[config.mk]
export PLATFORM = sky130hd
export DESIGN_NAME = stage_sequencer
export DESIGN_NICKNAME = d
export VERILOG_FILES = /design/src/rtl/stage_sequencer.sv
export SDC_FILE = /design/constraint.sdc
export NUM_CORES = 1
export LEC_CHECK = 0
export ABC_AREA = 1
export CAP_MARGIN = 20
export CORE_MARGIN = 5
export CORE_UTILIZATION = 50
export DETAILED_ROUTE_END_ITERATION = 8
export GPL_TIMING_DRIVEN = 0
export PLACE_DENSITY_LB_ADDON = 0.25
export SYNTH_ARGS = -nofsm -noshare
export SYNTH_HDL_FRONTEND = slang
export SYNTH_SLANG_ARGS = --single-unit
[constraint.sdc]
create_clock -name Clock -period 1.45 [get_ports Clock]
set_input_delay 0.29 -clock Clock [delete_from_list [all_inputs] [get_ports Clock]]
set_output_delay 0.29 -clock Clock [all_outputs]
set_load 0.05 [all_outputs]
[src/rtl/stage_sequencer.sv]
`default_nettype none
// ============================================================================
// Module      : stage_sequencer
// Description : Multi-cycle stage sequencer with run/halt/single-step control,
//               MFC wait states on fetch and data-memory stages, a wait
//               timeout fault and a retired-instruction counter.
// Revision    : 1.0 - initial release
// ============================================================================
module stage_sequencer #(
    parameter int NUM_STAGES  = 5,
    parameter int STAGE_W     = 4,
    parameter int FETCH_STAGE = 1,
    parameter int MEM_STAGE   = 4,
    parameter int MFC_TIMEOUT = 8,
    parameter int TMO_W       = 4,
    parameter int COUNT_W     = 16
) (
    input  logic                  Clock,
    input  logic                  Reset,
    input  logic                  Run,
    input  logic                  Step,
    input  logic                  Fetch_MFC,
    input  logic                  Mem_Access,
    input  logic                  Mem_MFC,
    output logic [STAGE_W-1:0]    Stage,
    output logic [NUM_STAGES-1:0] Stage_OneHot,
    output logic                  Stage_First,
    output logic                  Waiting,
    output logic                  Instr_Done,
    output logic [COUNT_W-1:0]    Instr_Count,
    output logic                  Halted,
    output logic                  Fault
);

    typedef enum logic [1:0] {
        ST_HALT  = 2'd0,
        ST_EXEC  = 2'd1,
        ST_FAULT = 2'd2
    } state_t;

    localparam logic [STAGE_W-1:0] C_STAGE_ONE = STAGE_W'(1);
    localparam logic [STAGE_W-1:0] C_STAGE_LAST = STAGE_W'(NUM_STAGES);
    localparam logic [STAGE_W-1:0] C_FETCH = STAGE_W'(FETCH_STAGE);
    localparam logic [STAGE_W-1:0] C_MEM = STAGE_W'(MEM_STAGE);
    localparam bit C_TMO_EN = (MFC_TIMEOUT > 0);
    localparam logic [TMO_W-1:0] C_TMO_LAST = TMO_W'(MFC_TIMEOUT > 0 ? MFC_TIMEOUT - 1 : 0);
    localparam logic [TMO_W-1:0] C_WCNT_MAX = {TMO_W{1'b1}};

    state_t                  state_q, state_d;
    logic [STAGE_W-1:0]      stage_q, stage_d;
    logic [NUM_STAGES-1:0]   onehot_q, onehot_d;
    logic [TMO_W-1:0]        wcnt_q, wcnt_d;
    logic [COUNT_W-1:0]      count_q, count_d;
    logic                    first_q, first_d;
    logic                    waiting_q, waiting_d;
    logic                    done_q, done_d;
    logic                    halted_q, halted_d;
    logic                    fault_q, fault_d;

    logic                    w_stall;
    logic                    w_timeout;

    // Stall and timeout detection for the current stage (MFCs only matter in eligible stages)
    always_comb begin
        w_stall = (state_q == ST_EXEC) &&
                  (((stage_q == C_FETCH) && !Fetch_MFC) ||
                   ((stage_q == C_MEM) && Mem_Access && !Mem_MFC));
        w_timeout = w_stall && C_TMO_EN && (wcnt_q == C_TMO_LAST);
    end

    // Next-state and next-output computation; every output is derived from next state
    always_comb begin
        state_d   = state_q;
        stage_d   = stage_q;
        wcnt_d    = wcnt_q;
        count_d   = count_q;
        first_d   = 1'b0;
        waiting_d = 1'b0;
        done_d    = 1'b0;
        onehot_d  = '0;

        case (state_q)
            ST_HALT: begin
                stage_d = '0;
                if (Run || Step) begin
                    state_d = ST_EXEC;
                    stage_d = C_STAGE_ONE;
                    first_d = 1'b1;
                    wcnt_d  = '0;
                end
            end
            ST_EXEC: begin
                if (w_timeout) begin
                    state_d = ST_FAULT;
                    stage_d = '0;
                    wcnt_d  = '0;
                end else if (w_stall) begin
                    waiting_d = 1'b1;
                    // Saturate so a disabled timeout never wraps the counter
                    if (wcnt_q != C_WCNT_MAX) begin
                        wcnt_d = wcnt_q + TMO_W'(1);
                    end
                end else if (stage_q == C_STAGE_LAST) begin
                    done_d  = 1'b1;
                    count_d = count_q + COUNT_W'(1);
                    wcnt_d  = '0;
                    // Run sampled at the end of the instruction decides continue vs halt
                    if (Run) begin
                        stage_d = C_STAGE_ONE;
                        first_d = 1'b1;
                    end else begin
                        state_d = ST_HALT;
                        stage_d = '0;
                    end
                end else begin
                    stage_d = stage_q + STAGE_W'(1);
                    first_d = 1'b1;
                    wcnt_d  = '0;
                end
            end
            ST_FAULT: begin
                stage_d = '0;
                wcnt_d  = '0;
            end
            default: begin
                state_d = ST_HALT;
                stage_d = '0;
                wcnt_d  = '0;
            end
        endcase

        for (int i = 0; i < NUM_STAGES; i++) begin
            if (stage_d == STAGE_W'(i + 1)) begin
                onehot_d[i] = 1'b1;
            end
        end

        halted_d = (state_d == ST_HALT);
        fault_d  = (state_d == ST_FAULT);
    end

    // State and registered outputs; reset takes priority over all activity
    always_ff @(posedge Clock) begin
        if (Reset) begin
            state_q   <= ST_HALT;
            stage_q   <= '0;
            onehot_q  <= '0;
            wcnt_q    <= '0;
            count_q   <= '0;
            first_q   <= 1'b0;
            waiting_q <= 1'b0;
            done_q    <= 1'b0;
            halted_q  <= 1'b1;
            fault_q   <= 1'b0;
        end else begin
            state_q   <= state_d;
            stage_q   <= stage_d;
            onehot_q  <= onehot_d;
            wcnt_q    <= wcnt_d;
            count_q   <= count_d;
            first_q   <= first_d;
            waiting_q <= waiting_d;
            done_q    <= done_d;
            halted_q  <= halted_d;
            fault_q   <= fault_d;
        end
    end

    assign Stage        = stage_q;
    assign Stage_OneHot = onehot_q;
    assign Stage_First  = first_q;
    assign Waiting      = waiting_q;
    assign Instr_Done   = done_q;
    assign Instr_Count  = count_q;
    assign Halted       = halted_q;
    assign Fault        = fault_q;

endmodule
`default_nettype wire

==> results.py, run 1 <==
metrics = {
    "critical_path": {
        "crit_chain": "inv_2, nor2_4, nand2_4, nor2_8, nand2_4, nor2_4, nand2_4, nor2_4, nor3b_2",
        "crit_type": "reg -> reg",
        "cp.arrival_ns": 1.67,
        "crit_path_start_kind": "flop",
        "cpMaxStageDelayCell": "dfxtp_4",
        "required_ns": 1.68,
        "cp-end-kind": "flop",
        "crit_family": "simple AND/OR/NAND/NOR gates",
        "critPathBufInv": 1,
        "critPathMaxFanout": 6,
        "critPathMaxStageDelay_ns": 0.39,
    },
    "layout": {
        "num_antenna_cells": 0,
        "final_common_cell": "nand2_1",
        "fin_cells": 343,
        "drive_gt1_share_pct": 35.7,
        "fillerInstances": 276,
        "final_cell_mix": "nand2_1, inv_1, nor2_1",
        "final_util_pct": 73.5,
        "final_cell_area_um2": 2470,
        "nets": 305,
        "syn2layout_area_growth_pct": 42.1,
    },
    "detailed_routing": {
        "drc": 0,
        "ant_nets": 0,
        "via_count": 1728,
        "viasPerCell": 5.04,
        "drtIter0Drc": 106,
        "firstDrtPassIters": 4,
        "wl_um": 4240,
        "routedWlPerCell_um": 12.4,
    },
    "logic_synthesis": {
        "ys_types": 26,
        "netlist_top_cells_area": "dfxtp_1, nand2_1, nor2_1",
        "syn_avg_cell_area_um2": 7.10,
        "ys_seq_area_share_pct": 41.4,
        "synth_seq_cells": 36,
        "synth_area_leader_cell": "dfxtp_1",
        "synth_area_um2": 1740,
        "synth_nets": 254,
        "synth_top_area_share_pct": 41.4,
        "ys_warn_count": 0,
        "synthCells": 245,
    },
    "power": {
        "net-switching-power_mw": 0.525,
        "p_per_area_nw_per_um2": 935,
        "p_leak_nw": 1.07,
        "pwr-share-seq_pct": 44.1,
        "swShare_pct": 22.8,
        "p_clk_share_pct": 45.9,
        "total_power_mw": 2.31,
        "ir_worst_vdd_uv": 804,
        "pwr-share-comb_pct": 10.0,
        "p_int_mw": 1.78,
    },
    "cts": {
        "clk_path_buf_depth": 2,
        "numCtsBuffers": 5,
        "clkSlewWorstSetupHoldPaths_ns": 0.11,
        "cts.sinks": 36,
        "clkLatencyLatePin_ns": 0.34,
        "cts_tree": "yes",
        "cts_root_buf": "clkbuf_4",
        "h-tree-depth": 2,
    },
    "global_routing": {
        "grt_antenna_before_repair": 0,
        "gr-total-overflow": 0,
        "grt_pass1_wl_um": 6650,
        "track_usage_pct": 19.2,
        "grt_pass1_vias": 1543,
        "grt_max_degree": 13,
    },
    "timing": {
        "hold-worst-slack_ns": 0.367,
        "rsz0062_at_grt": "true",
        "drv_slew": 0,
        "worstMarginPinSlew_ns": 0.499,
        "relSlewSlack_pct": 66.7,
        "finalCriticalPeriod_ns": 1.44,
        "setup_viol": 0,
        "fin_worst_skew_ns": 0.00247,
        "max_freq_mhz": 695,
        "final_hold_viol_count": 0,
        "tns_ns": 0,
        "setup_ws_ns": 0.0101,
        "fin_crit_sh_pct": 99.3,
    },
    "placement": {
        "portBuffers": 35,
        "post-place-ws_ns": -0.295,
        "dp_hpwl_um": 2820,
        "place_area_um2": 2170,
        "place_congestion": 0.859,
        "dp.cells": 326,
    },
    "hold_path": {
        "holdCritPathClass": "in -> reg",
    },
    "floorplan": {
        "die_x_um": 69.0,
        "io_pins": 37,
        "fp-row-count": 21,
        "start_util_pct": 51.7,
        "die_area_um2": 4760,
        "fp.dieH_um": 69.0,
        "core-area_um2": 3360,
    },
    "run_status": {
        "status": "finished clean",
    },
    "job": {
        "maxCapViolCount": 0,
    },
}
-- synthesized netlist by cell type, drive strengths merged --
library cell,number
nand2,54
nor2,39
dfxtp,36
inv,36
nand3,20
a21oi,19
nor3,12
o21ai,11
nand4,4
clkbuf,3
ha,2
nor3b,2
buf,1
clkinv,1
nor4,1
o21bai,1
or2,1
xnor2,1
xor2,1
-- metal layers --
metal  vias to the layer above  track usage, %  wire length, µm
li1                        887               -                -
met1                       794            22.9             1860
met2                        42            32.7             2110
met3                         5            5.83              211
met4                         0            6.57               52
met5                         -               0                0
-- cell families (layout without fill, tap and decap cells) --
logic type | after synthesis | count (layout) | synth area share [%]
and+or+nand+nor | 133 | 133 | 37.7
buffers and inverters | 41 | 93 | 9.14
DFF | 36 | 36 | 41.4
AOI/OAI and AO/OA | 31 | 31 | 9.28
adders and majority gates | 2 | 2 | 1.44
xor gates and xnor gates | 2 | 2 | 1.01
-- final cells by class --
cell class	count	area (µm²)	area share, %
Timing Repair Buffer	44	368	14.9
Clock buffer	5	37.5	1.52
Tap cell	46	57.6	2.33
Sequential cell	36	756	30.6
Multi-Input combinational cell	168	996	40.3
Inverter	37	144	5.82
Buffer	4	22.5	0.911
Clock inverter	3	90.1	3.65
-- worst paths after layout --
kind	cells past startpoint	slack [ns]	endpoint	start
setup reg to reg	9	0.01	Instr_Count[12]	Stage[0]
hold reg to reg	2	0.50	Instr_Count[6]	Instr_Count[6]
setup / recovery	9	0.01	Instr_Count[12]	Stage[0]
hold / removal	2	0.37	Instr_Count[13]	Reset
-- registers in the layout, indices dropped and copies added (netlist names) --
name          flops
Instr_Count      16
Stage_First       1
Instr_Done        1
Fault             1
Stage_OneHot      5
Stage             4
Waiting           1
state_q           2
wcnt_q            4
Halted            1
-- worst reg2reg max path, delay by kind of cell, from the launching register on --
family	cells	cell delay [ns]
flops	1	0.39
buf+inv	1	0.05
simple gates	8	0.88
-- power by group through the flow --
stage | registers (mW) | clock network [mW] | logic, mW
floorplan | 1.09 | 0 | 0.103
global route | 1.02 | 1.14 | 0.253
global placement | 1.04 | 0 | 0.218
CTS | 1.02 | 1.08 | 0.219
detailed placement | 1.04 | 0 | 0.221
finish | 1.02 | 1.06 | 0.231
-- timing repair --
item                                    in CTS  in global routing
hold buffers                                 0                  0
resized for setup                          111                 55
pin swaps                                    4                  6
setup buffers                                3                  6
endpoints found under the setup margin      38                 39
Power figures use the tool's default switching activity.
==> run 2: changes to the inputs <==
--- a/config.mk
+++ b/config.mk
@@ -8,7 +8,8 @@
 export ABC_AREA = 1
 export CAP_MARGIN = 20
 export CORE_MARGIN = 5
-export CORE_UTILIZATION = 50
+export CORE_UTILIZATION = 52
+export CTS_BUF_LIST = sky130_fd_sc_hd__clkbuf_4 sky130_fd_sc_hd__clkbuf_8
 export DETAILED_ROUTE_END_ITERATION = 8
 export GPL_TIMING_DRIVEN = 0
 export PLACE_DENSITY_LB_ADDON = 0.25
==> results.py, run 2 (synthesized netlist as in run 1, its figures left out) <==
metrics = {
    "run_status": {
        "status": "finished, violations left",
        "violations": "negative setup slack",
    },
    "job": {
        "maxCapViolCount": 0,
    },
    "detailed_routing": {
        "wl_um": 4210,
        "via_count": 1694,
        "drc": 0,
        "viasPerCell": 5.03,
        "firstDrtPassIters": 4,
        "drtIter0Drc": 109,
        "ant_nets": 0,
        "routedWlPerCell_um": 12.5,
    },
    "critical_path": {
        "crit_path_start_kind": "flop",
        "crit_chain": "ha_4, nand3_4, nor3_4, nand2_4, nor2_4, nand2_4, nand2_2, nor3b_4",
        "cp.arrival_ns": 1.75,
        "critPathMaxFanout": 4,
        "cp-end-kind": "flop",
        "required_ns": 1.73,
        "critPathMostFrequentCell": "nand2_4",
        "cpMaxStageDelayCell": "dfxtp_4",
        "critPathMaxStageDelay_ns": 0.39,
        "crit_type": "reg -> reg",
    },
    "timing": {
        "relSlewSlack_pct": 62.6,
        "fin_worst_skew_ns": 0.00935,
        "worstMarginPinSlew_ns": 0.562,
        "tns_ns": -0.0240,
        "max_freq_mhz": 678,
        "final_hold_viol_count": 0,
        "hold-worst-slack_ns": 0.411,
        "fin_crit_sh_pct": 102,
        "finalCriticalPeriod_ns": 1.47,
        "drv_slew": 0,
        "setup_ws_ns": -0.0240,
        "setup_viol": 1,
        "rsz0062_at_grt": "true",
    },
    "layout": {
        "fillerInstances": 270,
        "syn2layout_area_growth_pct": 37.4,
        "nets": 299,
        "final_common_cell": "nand2_1",
        "num_antenna_cells": 0,
        "final_cell_mix": "nand2_1, inv_1, nor2_1",
        "largest_register_ffs": 16,
        "fin_cells": 337,
        "drive_gt1_share_pct": 32.6,
    },
    "floorplan": {
        "core-area_um2": 3280,
        "fp-row-count": 21,
        "die_area_um2": 4600,
        "fp.dieH_um": 67.8,
        "start_util_pct": 53.0,
        "io_pins": 37,
        "die_x_um": 67.8,
    },
    "cts": {
        "h-tree-depth": 2,
        "ctsHoldBuffers": 0,
        "cts_root_buf": "clkbuf_4",
        "clkSlewWorstSetupHoldPaths_ns": 0.11,
        "clkLatencyLatePin_ns": 0.35,
        "cts.sinks": 36,
        "clk_path_buf_depth": 2,
        "numCtsBuffers": 5,
        "cts_tree": "yes",
    },
    "power": {
        "p_per_area_nw_per_um2": 794,
        "p_leak_nw": 1.01,
        "total_power_mw": 1.90,
        "ir_worst_vdd_uv": 662,
    },
    "hold_path": {
        "holdCritPathClass": "in -> reg",
    },
    "global_routing": {
        "track_usage_pct": 18.5,
        "grt_pass1_wl_um": 6360,
        "grt_max_degree": 12,
        "grt_antenna_before_repair": 0,
        "gr-total-overflow": 0,
        "grt_pass1_vias": 1495,
    },
    "placement": {
        "place_congestion": 0.859,
        "dp.cells": 326,
        "portBuffers": 35,
        "dp_hpwl_um": 2930,
    },
}
## run 2: final cells by class
class | count | area (µm²) | share of cell area [%]
Tap cell | 46 | 57.6 | 2.41
Multi-Input combinational cell | 168 | 980 | 41.0
Buffer | 4 | 22.5 | 0.942
Timing Repair Buffer | 38 | 360 | 15.1
Inverter | 37 | 146 | 6.13
Sequential cell | 36 | 751 | 31.4
Clock buffer | 8 | 72.6 | 3.04
## run 2: stage by stage
step | cell area [µm²] | utilization [%] | worst slack, ns
after global routing | 2390 | 72.8 | -0.0962
final | 2390 | 72.8 | -0.0240
after floorplan | 1770 | - | -0.0123
after CTS | 2280 | 69.4 | -0.0173
after detailed placement | 2170 | 66.2 | -0.298
after global placement | 2170 | 66.2 | -0.283
## run 2: final timing paths
check        cells past startpoint               to  slack, ns      startpoint
max                              8  Instr_Count[12]      -0.02  Instr_Count[1]
min                              2  Instr_Count[13]       0.41           Reset
max reg2reg                      8  Instr_Count[12]      -0.02  Instr_Count[1]
min reg2reg                      2   Instr_Count[2]       0.49  Instr_Count[2]
## run 2: critical path, delay by kind of cell (launching register included)
family                     cells  cell delay, ns
and+or+nand+nor                7            0.86
DFF                            1            0.39
adders and majority gates      1            0.15
## run 2: repair_timing
item                                    4_1_cts  5_1_grt
cloned                                        0        0
resized for setup                            98       44
setup buffers                                 0        3
pin swaps                                     0       10
hold endpoints to repair                      0        0
endpoints found under the setup margin       33       24
## run 2: power by group
| part | switching, mW | internal (mW) | total [mW] |
|---|---|---|---|
| sequential | 0.0166 | 1.00 | 1.02 |
| clock | 0.338 | 0.304 | 0.642 |
| combinational | 0.162 | 0.0761 | 0.238 |
| total | 0.516 | 1.38 | 1.90 |
## run 2: routing by layer
| metal | part of all wire (%) | vias to the layer above | track usage (%) |
|---|---|---|---|
| li1 | - | 867 | - |
| met1 | 43 | 776 | 22.4 |
| met2 | 49 | 43 | 30.4 |
| met3 | 5.7 | 8 | 5.91 |
| met4 | 1.8 | 0 | 7.69 |
| met5 | 0 | - | 0 |
